==> src/rtl/k_energy_accumulator_if.sv <==
// Stream bundle for k_energy_accumulator: complex-bin input stream and the
// held frame-energy result stream. The accumulator uses the slave modport;
// the producer/consumer side uses the master modport.
interface k_energy_accumulator_if #(
    parameter int IN_WIDTH  = 16,
    parameter int OUT_WIDTH = 40
);
    logic signed [IN_WIDTH-1:0]  in_re;
    logic signed [IN_WIDTH-1:0]  in_im;
    logic                        in_valid;
    logic                        in_ready;
    logic        [OUT_WIDTH-1:0] out_energy;
    logic                        out_sat;
    logic                        out_valid;
    logic                        out_ready;

    modport slave (
        input  in_re, in_im, in_valid, out_ready,
        output in_ready, out_energy, out_sat, out_valid
    );

    modport master (
        output in_re, in_im, in_valid, out_ready,
        input  in_ready, out_energy, out_sat, out_valid
    );
endinterface

==> src/rtl/k_energy_accumulator.sv <==
// Frame energy accumulator: per-bin re^2+im^2 over a pipeline, summed over
// FRAME_LEN bins and presented as a held valid/ready result.
// Optional macro K_ENERGY_ACC_SAT_EN: saturating accumulator with sticky
// out_sat; when undefined the accumulator wraps and out_sat stays 0.
//
// state | meaning
// IDLE  | acc and count cleared, waiting for the first bin of a frame
// ACCUM | accepting bins, count tracks bins taken so far
// FLUSH | three cycles letting the last bins drain into acc
// HOLD  | frame result held on the output until out_ready
module k_energy_accumulator #(
    parameter int IN_WIDTH  = 16,
    parameter int OUT_WIDTH = 40,
    parameter int FRAME_LEN = 1024
) (
    input  logic                   clk,
    input  logic                   rst,
    k_energy_accumulator_if.slave  bus
);

    localparam int PW = 2 * IN_WIDTH;
    localparam int CW = (FRAME_LEN > 1) ? $clog2(FRAME_LEN) : 1;
    localparam logic [CW-1:0] LAST = CW'(FRAME_LEN - 1);

    typedef enum logic [1:0] {IDLE, ACCUM, FLUSH, HOLD} state_t;

    state_t state, state_next;

    logic [CW-1:0]        count;
    logic [1:0]           flush_cnt;
    logic                 in_ready;
    logic                 accept;
    logic                 load_out;
    logic                 release_out;

    logic                 v1, v2;
    logic [PW-1:0]        re_sq, im_sq;
    logic [PW:0]          sum_q;
    logic [OUT_WIDTH-1:0] sum_ext;
    logic [OUT_WIDTH-1:0] acc, acc_next;
    logic                 sat_acc, sat_next;

    logic [OUT_WIDTH-1:0] energy_q;
    logic                 sat_q;
    logic                 valid_q;

    logic signed [PW-1:0] re_x, im_x;

    // Sign-extend before squaring so the product is formed at full width.
    assign re_x = PW'(bus.in_re);
    assign im_x = PW'(bus.in_im);

    // State register.
    always_ff @(posedge clk or posedge rst) begin
        if (rst) state <= IDLE;
        else     state <= state_next;
    end

    // Next-state logic; the accept that takes the last bin of the frame goes
    // straight to FLUSH (from IDLE too when a frame is a single bin).
    always_comb begin
        state_next = state;
        case (state)
            IDLE, ACCUM: if (accept) state_next = (count == LAST) ? FLUSH : ACCUM;
            FLUSH:       if (flush_cnt == 2'd2) state_next = HOLD;
            HOLD:        if (valid_q && bus.out_ready) state_next = IDLE;
            default:     state_next = IDLE;
        endcase
    end

    // Output/strobe decode from the state register.
    always_comb begin
        in_ready    = !rst && (state == IDLE || state == ACCUM);
        accept      = bus.in_valid && in_ready;
        load_out    = (state == FLUSH) && (flush_cnt == 2'd2);
        release_out = (state == HOLD) && valid_q && bus.out_ready;
    end

    // Bin counter and flush timer.
    always_ff @(posedge clk or posedge rst) begin
        if (rst) begin
            count     <= '0;
            flush_cnt <= 2'd0;
        end else begin
            if (accept) count <= (count == LAST) ? '0 : count + 1'b1;
            flush_cnt <= (state == FLUSH) ? flush_cnt + 2'd1 : 2'd0;
        end
    end

    // Square and sum pipeline, with a valid bit riding along each stage.
    always_ff @(posedge clk or posedge rst) begin
        if (rst) begin
            v1    <= 1'b0;
            v2    <= 1'b0;
            re_sq <= '0;
            im_sq <= '0;
            sum_q <= '0;
        end else begin
            v1 <= accept;
            v2 <= v1;
            if (accept) begin
                re_sq <= $unsigned(re_x * re_x);
                im_sq <= $unsigned(im_x * im_x);
            end
            if (v1) sum_q <= {1'b0, re_sq} + {1'b0, im_sq};
        end
    end

    assign sum_ext = OUT_WIDTH'(sum_q);

`ifdef K_ENERGY_ACC_SAT_EN
    logic [OUT_WIDTH:0] acc_sum;

    // Saturating add; clipping marks the frame for the rest of its life.
    always_comb begin
        acc_sum = {1'b0, acc} + {1'b0, sum_ext};
        if (acc_sum[OUT_WIDTH]) begin
            acc_next = '1;
            sat_next = 1'b1;
        end else begin
            acc_next = acc_sum[OUT_WIDTH-1:0];
            sat_next = sat_acc;
        end
    end
`else
    // Wrapping add; no clip indication.
    always_comb begin
        acc_next = acc + sum_ext;
        sat_next = 1'b0;
    end
`endif

    // Accumulator, cleared when the held result is taken.
    always_ff @(posedge clk or posedge rst) begin
        if (rst) begin
            acc     <= '0;
            sat_acc <= 1'b0;
        end else if (release_out) begin
            acc     <= '0;
            sat_acc <= 1'b0;
        end else if (v2) begin
            acc     <= acc_next;
            sat_acc <= sat_next;
        end
    end

    // Result register: loaded at the end of FLUSH, held through HOLD.
    always_ff @(posedge clk or posedge rst) begin
        if (rst) begin
            energy_q <= '0;
            sat_q    <= 1'b0;
            valid_q  <= 1'b0;
        end else if (load_out) begin
            energy_q <= acc;
            sat_q    <= sat_acc;
            valid_q  <= 1'b1;
        end else if (release_out) begin
            sat_q    <= 1'b0;
            valid_q  <= 1'b0;
        end
    end

    assign bus.in_ready   = in_ready;
    assign bus.out_energy = energy_q;
    assign bus.out_sat    = sat_q;
    assign bus.out_valid  = valid_q;

endmodule

==> src/flat_wrapper.sv <==
// flat-port wrapper written by rule: the top's interface ports become plain ports
module k_energy_accumulator_flat 
#(
    parameter int IN_WIDTH  = 16,
    parameter int OUT_WIDTH = 40,
    parameter int FRAME_LEN = 1024
)
  (clk, rst, bus_in_re, bus_in_im, bus_in_valid, bus_out_ready, bus_in_ready, bus_out_energy, bus_out_sat, bus_out_valid);
  k_energy_accumulator_if #(.IN_WIDTH(IN_WIDTH), .OUT_WIDTH(OUT_WIDTH)) bus_i ();
  input  logic clk;
  input  logic rst;
  input wire logic [$bits(bus_i.in_re)-1:0] bus_in_re;
  input wire logic [$bits(bus_i.in_im)-1:0] bus_in_im;
  input wire logic [$bits(bus_i.in_valid)-1:0] bus_in_valid;
  input wire logic [$bits(bus_i.out_ready)-1:0] bus_out_ready;
  output wire logic [$bits(bus_i.in_ready)-1:0] bus_in_ready;
  output wire logic [$bits(bus_i.out_energy)-1:0] bus_out_energy;
  output wire logic [$bits(bus_i.out_sat)-1:0] bus_out_sat;
  output wire logic [$bits(bus_i.out_valid)-1:0] bus_out_valid;
  assign bus_i.in_re = bus_in_re;
  assign bus_i.in_im = bus_in_im;
  assign bus_i.in_valid = bus_in_valid;
  assign bus_i.out_ready = bus_out_ready;
  assign bus_in_ready = bus_i.in_ready;
  assign bus_out_energy = bus_i.out_energy;
  assign bus_out_sat = bus_i.out_sat;
  assign bus_out_valid = bus_i.out_valid;
  k_energy_accumulator #(.IN_WIDTH(IN_WIDTH), .OUT_WIDTH(OUT_WIDTH), .FRAME_LEN(FRAME_LEN)) u_core (.clk(clk), .rst(rst), .bus(bus_i));
endmodule
==> config.mk <==
export PLATFORM = sky130hd
export DESIGN_NAME = k_energy_accumulator_flat
export DESIGN_NICKNAME = d
export VERILOG_FILES = /design/src/rtl/k_energy_accumulator_if.sv /design/src/rtl/k_energy_accumulator.sv /design/src/flat_wrapper.sv
export SDC_FILE = /design/constraint.sdc
export NUM_CORES = 2
export LEC_CHECK = 0
export CELL_PAD_IN_SITES_DETAIL_PLACEMENT = 0
export CELL_PAD_IN_SITES_GLOBAL_PLACEMENT = 1
export CORE_MARGIN = 10
export CORE_UTILIZATION = 51
export DETAILED_ROUTE_END_ITERATION = 10
export GPL_ROUTABILITY_DRIVEN = 1
export PLACE_DENSITY = 0.94
export SYNTH_ARGS = -nofsm -noshare
export SYNTH_HDL_FRONTEND = slang
export SYNTH_SLANG_ARGS = --single-unit
==> constraint.sdc <==
create_clock -name clk -period 9.6 [get_ports clk]
set_input_delay 2.88 -clock clk [delete_from_list [all_inputs] [get_ports clk]]
set_output_delay 2.88 -clock clk [all_outputs]
set_load 0.05 [all_outputs]
==> flow_summary.ini <==
[status]
status = finished, final reports clean

[grt]
overflow = 0
grtUsageTotal_pct = 19.9
grt_pass1_vias = 21800
antenna_found_initial = 0
grt_pass1_wl_mm = 105
grt_max_degree = 129

[timing]
relSlewSlack_pct = 32.0
hold_viol = 0
worst_pin_slew_ns = 1.01
finalMaxSlewViolations = 0
fin_tns_setup_ns = 0
min_period_ns = 9.01
finClkSkew_ns = 0.0206
fmax_mhz = 111
setup_viol = 0
rsz0062_at_grt = false
fin_ws_ns = 0.588
fin_crit_sh_pct = 93.9

[setup_path]
critPathRequiredTime_ns = 9.97
critical_path_depth = 24
critPathMaxStageDelay_ns = 0.82
critPathMaxFanout = 13
crit_chain = clkdlybuf4s50_1 -> and2_1 -> inv_1 -> fa_1 -> inv_1 -> fa_1 -> inv_1 -> fa_1 -> inv_1 -> fa_1 -> fa_1 -> inv_1 -> fa_1 -> inv_1 -> ha_1 -> a21oi_1 -> o21ai_0 -> a211o_1 -> a211oi_1 -> a21boi_2 -> o21ai_0 -> o21a_1 -> o21a_1 -> o31ai_1
crit_buf_inv = 7
r2r_cells = 11
cp-end-kind = flop
path_class = in -> reg
critPathLaunchType = input pin
crit_slowest_cell = clkdlybuf4s50_1
critical-path-top-delay-family = adder cells
cp.arrival_ns = 9.38

[synth]
synth_ff_type = dfrtp_1
async_flop_share_pct = 100
netlist_area_sq_mm = 0.0278
syn-num-nets = 3675
yosys_register_bits = 192
yosysWarnings = 0
synthesis.instances = 2920
syn_avg_cell_area_sq_um = 9.51
yosysSeqAreaShare_pct = 17.3
synth_edf_count = 0
ys_types = 68

[clocking]
cts_setup_buffers = 0
cts.sinks = 192
cts_buffers = 17
cts.clk_slew.worst_paths_ns = 0.09
cts_tree = built
cts_resized = 0
cts-root-buf = clkbuf_16
cts_buffer_depth = 2
ctsHoldBuffers = 0
insertion_delay_ns = 0.46
cts_max_level = 4

[final_layout]
diodes = 0
syn2layout_area_growth_pct = 8.98
layoutNonFillerInstCount = 3714
final_net_count = 3760
drive_above_1_share_pct = 6.33
finish.instance_area_sq_mm = 0.0303

[floorplanning]
ios = 79
die_area_sq_mm = 0.0642
die_h_microns = 253
rows = 85
die_w_microns = 253
start_util_pct = 51.5
core_area_sq_mm = 0.0539

[place]
port_buffers = 77
dp_hpwl_mm = 51.9
placed_area_sq_mm = 0.0296
place_ws_ns = 0.164
dpl.cell_count = 3682
gp_congestion = 0.929

[drt]
totalWireLength_mm = 60.5
viasPerCell = 5.31
drc = 0
antenna_left = 0
avgRoutedWirePerCell_microns = 16.3
drt_iter0_markers = 1056
dr_total_vias = 19700
dr.pass1.iters = 5

[flow_run]
maxCapViolations = 0

[hold_path]
min_path_cells = 1
worstHoldPathType = reg -> reg
## worst reg2reg max path, delay by kind of cell, from the launching register on
kind	cells	cell delay, ns
AO/OA/AOI/OAI	8	2.20
adder cells (fa/ha/maj)	2	0.75
flip-flops	1	0.41
AND/OR/NAND/NOR	1	0.05
## layer usage
metal	vias to the layer above	GRT usage, %	share of wire (%)
li1	9253	-	-
met1	9993	25.4	43
met2	399	35.7	51
met3	90	1.63	3.6
met4	0	5.13	2.1
met5	-	0	0
## sequential cells by signal, summed over array words and instances (netlist names)
name and count:
u_core.acc 40, u_core.bus.out_energy 40, u_core.sum_q 33, u_core.im_sq 31, u_core.re_sq 31, u_core.count 10
u_core.flush_cnt 2, u_core.state 2, u_core.bus.out_valid 1, u_core.v1 1, u_core.v2 1
## final timing paths
path	from	to	slack (ns)
worst max-delay path	bus_in_im[9]	u_core.im_sq[29]$_DFFE_PP0P_	0.59
worst min-delay path	u_core.flush_cnt[0]$_DFF_PP0_	u_core.flush_cnt[0]$_DFF_PP0_	0.43
worst max register to register	u_core.acc[0]$_DFFE_PP0P_	u_core.acc[30]$_DFFE_PP0P_	6.05
worst min register to register	u_core.flush_cnt[0]$_DFF_PP0_	u_core.flush_cnt[0]$_DFF_PP0_	0.43
max in group asynchronous	rst	u_core.im_sq[11]$_DFFE_PP0P_	5.22
min in group asynchronous	rst	u_core.acc[14]$_DFFE_PP0P_	3.05
## kinds of logic (layout without fill, tap and decap cells)
group / Yosys count / after routing / synth area share, %
compound gates: 386 / 386 / 8.64
simple gates: 637 / 637 / 10.5
flops: 192 / 192 / 17.3
other cells: 1 / 1 / 0.0135
mux: 93 / 93 / 3.65
buf+inv: 739 / 837 / 10.0
fa+ha+maj: 719 / 719 / 45.0
xor+xnor: 153 / 153 / 4.83
## cell usage in the layout (no fill, tap or decap), types with 32 or more instances in the layout
cell type | Yosys | final
xor2_1 | 50 | 50
o21ai_0 | 115 | 115
a21oi_1 | 113 | 113
ha_1 | 252 | 252
buf_4 | 1 | 65
mux2_2 | 65 | 65
nor2_1 | 140 | 140
a21o_1 | 32 | 32
inv_1 | 661 | 660
and2_1 | 66 | 66
dfrtp_1 | 192 | 192
clkdlybuf4s50_1 | 0 | 77
nand2_1 | 286 | 285
xnor2_1 | 103 | 103
fa_1 | 467 | 467
## cells in the mapped netlist (all sizes together) (4+ instances only)
| cell | n | area, sq um |
|---|---|---|
| nand2 | 286 | 1070 |
| nor3 | 22 | 110 |
| inv | 661 | 2480 |
| nand3b | 6 | 45.0 |
| a31oi | 14 | 87.6 |
| o21bai | 19 | 143 |
| fa | 467 | 9350 |
| a31o | 13 | 114 |
| a21o | 33 | 249 |
| nor2b | 18 | 113 |
| ha | 252 | 3150 |
| mux2 | 65 | 732 |
| buf | 4 | 18.8 |
| nor4 | 5 | 46.3 |
| nand2b | 11 | 68.8 |
| nand4 | 8 | 50.1 |
| xnor2 | 103 | 902 |
| and4 | 4 | 35.0 |
| and2 | 66 | 413 |
| a21oi | 113 | 566 |
| dfrtp | 192 | 4800 |
| mux2i | 28 | 280 |
| o21ai | 118 | 594 |
| o211ai | 6 | 45.0 |
| or2 | 5 | 31.3 |
| a211oi | 18 | 135 |
| and3 | 24 | 150 |
| or3 | 7 | 43.8 |
| o21a | 15 | 113 |
| o31ai | 4 | 30.0 |
| nor2 | 140 | 526 |
| nor3b | 10 | 75.1 |
| a211o | 5 | 43.8 |
| xor2 | 50 | 438 |
| nand3 | 19 | 95.1 |
| clkbuf | 72 | 270 |
## area by class of cell
class | instances | area (sq um)
well taps | 696 | 871
repair buffers | 142 | 1260
inverters | 663 | 2500
flip-flops and latches | 192 | 4800
fillers | 4690 | 23700
clock inverters | 15 | 211
clock buffers | 17 | 425
multi-input cells | 1989 | 20200
## per-stage QoR
step           utilization [%]  hold slack, ns
3_3_place_gp              54.9           0.414
6_report                  56.1           0.433
3_5_place_dp              54.9           0.425
2_1_floorplan                -           0.370
4_1_cts                   56.1           0.435
5_1_grt                   56.1           0.453
Power is not shown: default switching activity piles up to over one toggle a cycle in this logic, so the estimate is an artifact.
